File: src/rtl/entrada_operandos.sv
// Keypad operand entry controller feeding the 4-digit BCD adder.
// Optional backspace key (0xD) enabled by defining ENTRADA_BORRADO_EN.
//
// state    | meaning
// ENTRY_A  | entering first operand
// ENTRY_B  | entering second operand, first held in numero_sv
// WAIT_RES | add requested, waiting for adder result-ready (ent)
// SHOW     | result shown; a digit starts a fresh calculation
module entrada_operandos (
  input  logic            clk,
  input  logic            rst,
  input  logic            key_valid,
  input  logic [3:0]      key_code,
  input  logic            ent,
  output logic [3:0][3:0] numero,
  output logic [3:0][3:0] numero_sv,
  output logic            suma,
  output logic            finalizar,
  output logic [2:0]      digit_cnt,
  output logic [1:0]      estado
);

  typedef enum logic [1:0] {
    ENTRY_A  = 2'd0,
    ENTRY_B  = 2'd1,
    WAIT_RES = 2'd2,
    SHOW     = 2'd3
  } state_t;

  localparam logic [3:0] KEY_PLUS  = 4'hA;
  localparam logic [3:0] KEY_EQUAL = 4'hB;
  localparam logic [3:0] KEY_CLEAR = 4'hC;

  state_t          state_q, state_n;
  logic [3:0][3:0] numero_n, numero_sv_n;
  logic [2:0]      cnt_n;
  logic            suma_n, fin_n;

  logic is_digit, is_plus, is_equal, is_clear, can_shift, has_digits;

  assign is_digit   = key_valid && (key_code <= 4'd9);
  assign is_plus    = key_valid && (key_code == KEY_PLUS);
  assign is_equal   = key_valid && (key_code == KEY_EQUAL);
  assign is_clear   = key_valid && (key_code == KEY_CLEAR);
  assign can_shift  = is_digit && (digit_cnt < 3'd4);
  assign has_digits = (digit_cnt != 3'd0);

`ifdef ENTRADA_BORRADO_EN
  localparam logic [3:0] KEY_BACK = 4'hD;
  logic is_back;
  assign is_back = key_valid && (key_code == KEY_BACK);
`endif

  always_ff @(posedge clk) begin
    if (rst) begin
      state_q   <= ENTRY_A;
      numero    <= '0;
      numero_sv <= '0;
      digit_cnt <= '0;
      suma      <= 1'b0;
      finalizar <= 1'b0;
    end else begin
      state_q   <= state_n;
      numero    <= numero_n;
      numero_sv <= numero_sv_n;
      digit_cnt <= cnt_n;
      suma      <= suma_n;
      finalizar <= fin_n;
    end
  end

  always_comb begin
    state_n     = state_q;
    numero_n    = numero;
    numero_sv_n = numero_sv;
    cnt_n       = digit_cnt;
    suma_n      = 1'b0;
    fin_n       = 1'b0;

    // Clear wins over everything, including a same-cycle ent in WAIT_RES.
    if (is_clear) begin
      fin_n       = 1'b1;
      numero_n    = '0;
      numero_sv_n = '0;
      cnt_n       = '0;
      state_n     = ENTRY_A;
    end else begin
      unique case (state_q)
        ENTRY_A, ENTRY_B: begin
          if (can_shift) begin
            numero_n = {numero[2:0], key_code};
            cnt_n    = digit_cnt + 3'd1;
          end else if (is_plus && has_digits && (state_q == ENTRY_A)) begin
            numero_sv_n = numero;
            numero_n    = '0;
            cnt_n       = '0;
            state_n     = ENTRY_B;
          end else if (is_equal && has_digits && (state_q == ENTRY_B)) begin
            suma_n  = 1'b1;
            state_n = WAIT_RES;
          end
`ifdef ENTRADA_BORRADO_EN
          else if (is_back && has_digits) begin
            numero_n = {4'h0, numero[3:1]};
            cnt_n    = digit_cnt - 3'd1;
          end
`endif
        end
        WAIT_RES: begin
          if (ent) state_n = SHOW;
        end
        SHOW: begin
          if (is_digit) begin
            fin_n       = 1'b1;
            numero_sv_n = '0;
            numero_n    = {12'h000, key_code};
            cnt_n       = 3'd1;
            state_n     = ENTRY_A;
          end
        end
        default: state_n = ENTRY_A;
      endcase
    end
  end

  assign estado = state_q;

endmodule

File: config.mk
export PLATFORM = sky130hd
export DESIGN_NAME = entrada_operandos
export DESIGN_NICKNAME = d
export VERILOG_FILES = /design/src/rtl/entrada_operandos.sv
export SDC_FILE = /design/constraint.sdc
export NUM_CORES = 1
export LEC_CHECK = 0
export CORE_MARGIN = 4
export CORE_UTILIZATION = 40
export DETAILED_ROUTE_END_ITERATION = 12
export PLACE_DENSITY = 0.66
export SLEW_MARGIN = 20
export SYNTH_ARGS = -nofsm -noshare
export SYNTH_HDL_FRONTEND = slang
export SYNTH_SLANG_ARGS = --single-unit
File: constraint.sdc
create_clock -name clk -period 2.1 [get_ports clk]
set_clock_uncertainty 0.15 [all_clocks]
set_input_delay 0.21 -clock clk [delete_from_list [all_inputs] [get_ports clk]]
set_output_delay 0.21 -clock clk [all_outputs]
set_load 0.005 [all_outputs]
==> impl_metrics.py <==
metrics = {
    "flow_run": {
        "maxCapViolations": 0,
    },
    "floorplanning": {
        "fp.dieH_um": 72.3,
        "rows": 23,
        "start_util_pct": 41.3,
        "die_area_um2": 5220,
        "pin_count": 47,
        "core_area_um2": 4000,
        "die_w_um": 72.3,
    },
    "detailed_routing": {
        "drt_iter0_drc": 78,
        "drc": 0,
        "drt-total-wl_um": 4240,
        "via_per_inst": 5.49,
        "drtPass1Iterations": 4,
        "ant_nets": 0,
        "wl_per_cell_um": 15.2,
        "dr_total_vias": 1533,
    },
    "grt": {
        "grt.total_usage_pct": 17.3,
        "grt_pass1_wl_um": 7160,
        "grt_pass1_vias": 1455,
        "grt_max_degree": 17,
        "grt_antenna_before_repair": 0,
        "grt_overflow_total": 0,
    },
    "clock_tree": {
        "clock_sinks": 39,
        "post_cts_buffers": 0,
        "clk_pin_slew_ns": 0.07,
        "cts_max_level": 2,
        "clockRootBuffer": "clkbuf_8",
        "cts_resized": 0,
        "clk_latency_ns": 0.29,
        "tritoncts": "done",
        "cts_hold_buf": 0,
        "clk_path_buf_depth": 2,
        "cts_inserted_buffers": 5,
    },
    "setup_path": {
        "timing.rr.end": "numero[2]",
        "critical_path_class": "in2reg",
        "rr_worst_depth": 7,
        "crit_arrival_ns": 2.00,
        "ff2ff_setup_slack_ns": 0.19,
        "r2r-start": "digit_cnt[1]",
        "cp-start-kind": "primary input",
        "crit_required_ns": 2.13,
        "crit_fanout": 9,
        "critPathCaptureType": "flip-flop",
    },
    "place": {
        "place_congestion": 0.864,
        "dp_hpwl_um": 3200,
        "io_buffers": 46,
        "place_inst": 271,
    },
    "layout": {
        "diodes": 0,
        "areaGrowthSynthToFinish_pct": 47.3,
        "drive_gt1_share_pct": 22.3,
        "mostFrequentLayoutCells": "clkdlybuf4s50_1, dfxtp_1, buf_4",
        "final_common_cell": "clkdlybuf4s50_1",
        "nNetsFinal": 238,
        "finalNonFillerCells": 279,
        "fill_cells": 337,
    },
    "synth": {
        "synth_top_area_share_pct": 47.3,
        "ys_ff_latch": 39,
        "synthArstFlopShare_pct": 0,
        "synth_edf_count": 0,
        "synth-seq-area-share_pct": 47.3,
        "synth_top_cell_by_area": "dfxtp_1",
        "ys.warnings.count": 0,
        "synth_ff_type": "dfxtp_1",
        "synth_area_um2": 1650,
        "yosysUniqueCellTypes": 38,
        "syn-instance-count": 162,
        "synth.net_count": 172,
        "postSynthAreaPerCell_um2": 10.2,
        "synth_area_leaders": "dfxtp_1, a22o_1, o31ai_2",
    },
    "power": {
        "power_w": 0.00152,
        "internal_power_w": 0.00117,
        "pwr-share-seq_pct": 49.5,
        "clkPwrFrac_pct": 40.7,
        "cellLeakagePower_nw": 0.901,
        "powerDensity_nw_per_um2": 625,
        "power_switching_share_pct": 23.0,
        "switchingPower_w": 0.000350,
        "p_comb_share_pct": 9.8,
        "irDropWorstVdd_v": 0.000376,
    },
    "sta": {
        "slew-limit-headroom_pct": 65.6,
        "fin_crit_sh_pct": 94.0,
        "hold_viol_final": 0,
        "slew_violations": 0,
        "finalSetupTns_ns": 0,
        "fmax_mhz": 507,
        "tightest_slew_ns": 0.509,
        "fin_crit_ns": 1.97,
        "rsz0062_at_grt": "no",
        "whs_ns": 0.328,
        "setup_viol": 0,
    },
    "hold_path": {
        "hold_depth": 1,
        "min-delay-start": "numero_sv[3]",
        "min_path_type": "reg2reg",
        "min_to": "numero_sv[3]",
    },
    "outcome": {
        "status": "completed",
    },
}
==> cells in the mapped netlist (all sizes together), types with 2 or more instances <==
library cell  count
a2111oi           2
a22o             16
o41ai             2
nor2              5
nand4            17
a31oi             3
nand2b            2
ha                2
nand3             2
o31ai            12
and2              2
nor3              2
dfxtp            39
inv              18
nand2             4
a31o              2
clkbuf            4
buf               9
a21oi             4
==> layer usage <==
metal  vias up  part of all wire [%]  global-route usage (%)
met5         -                     0                       0
met4         0                   1.1                    4.38
met3         5                   7.0                    5.26
met2        52                    47                    27.8
met1       732                    45                    22.8
li1        744                     -                       -
==> cells by family (layout without fill, tap and decap cells) <==
kind of cell	Yosys count	count (layout)	synth area share, %
AO/OA/AOI/OAI	48	48	26.4
AND/OR/NAND/NOR	41	41	15.0
flip-flops	39	39	47.3
buffers and inverters	31	98	9.24
adder cells (fa/ha/maj)	2	2	1.51
XOR/XNOR	1	1	0.530
==> stage by stage <==
stage	util (%)	setup slack (ns)	cell area, um2
detailed placement	57.7	-0.152	2310
global route	60.8	0.0667	2430
floorplan	-	0.281	1650
CTS	60.6	0.0335	2420
finish	60.8	0.126	2430
global placement	57.7	-0.0962	2310
==> power by group through the flow <==
stage	combinational [W]	clock, W	sequential, W
after global placement	0.000142	0	0.000769
after floorplan	0.0000706	0	0.000769
after detailed placement	0.000144	0	0.000770
after global routing	0.000161	0.000674	0.000754
final	0.000148	0.000619	0.000753
after CTS	0.000145	0.000633	0.000753
==> critical path: stages <==
cell and delay (ns):
clkdlybuf4s50_1 0.49, nor4bb_1 0.50, a21oi_1 0.22, o211a_1 0.18, buf_4 0.17, a22o_1 0.23
==> worst max-delay path by stage <==
stage,startpoint,to,slack [ns]
5_1_grt,digit_cnt[1],numero[2],0.07
2_1_floorplan,digit_cnt[0],numero_sv[0],0.28
6_report,key_code[2],numero_sv[7],0.13
4_1_cts,digit_cnt[0],numero[2],0.03
3_5_place_dp,key_code[2],numero_sv[9],-0.15
3_3_place_gp,key_code[2],numero[2],-0.1
==> sequential cells by signal, summed over array words and instances (netlist names) <==
register and count:
numero_sv 16, numero 16, estado 2, suma 1
digit_cnt 3, finalizar 1
==> layout make-up <==
class | instances | area (um2) | area share [%]
clock inverter | 3 | 43.8 | 1.80
sequential | 39 | 782 | 32.2
multi-input combinational | 92 | 727 | 29.9
timing repair buffer | 72 | 681 | 28.0
clock buffer | 5 | 68.8 | 2.83
tap | 50 | 62.6 | 2.57
inverter | 18 | 67.6 | 2.78
(Power assumes the default switching activity.)
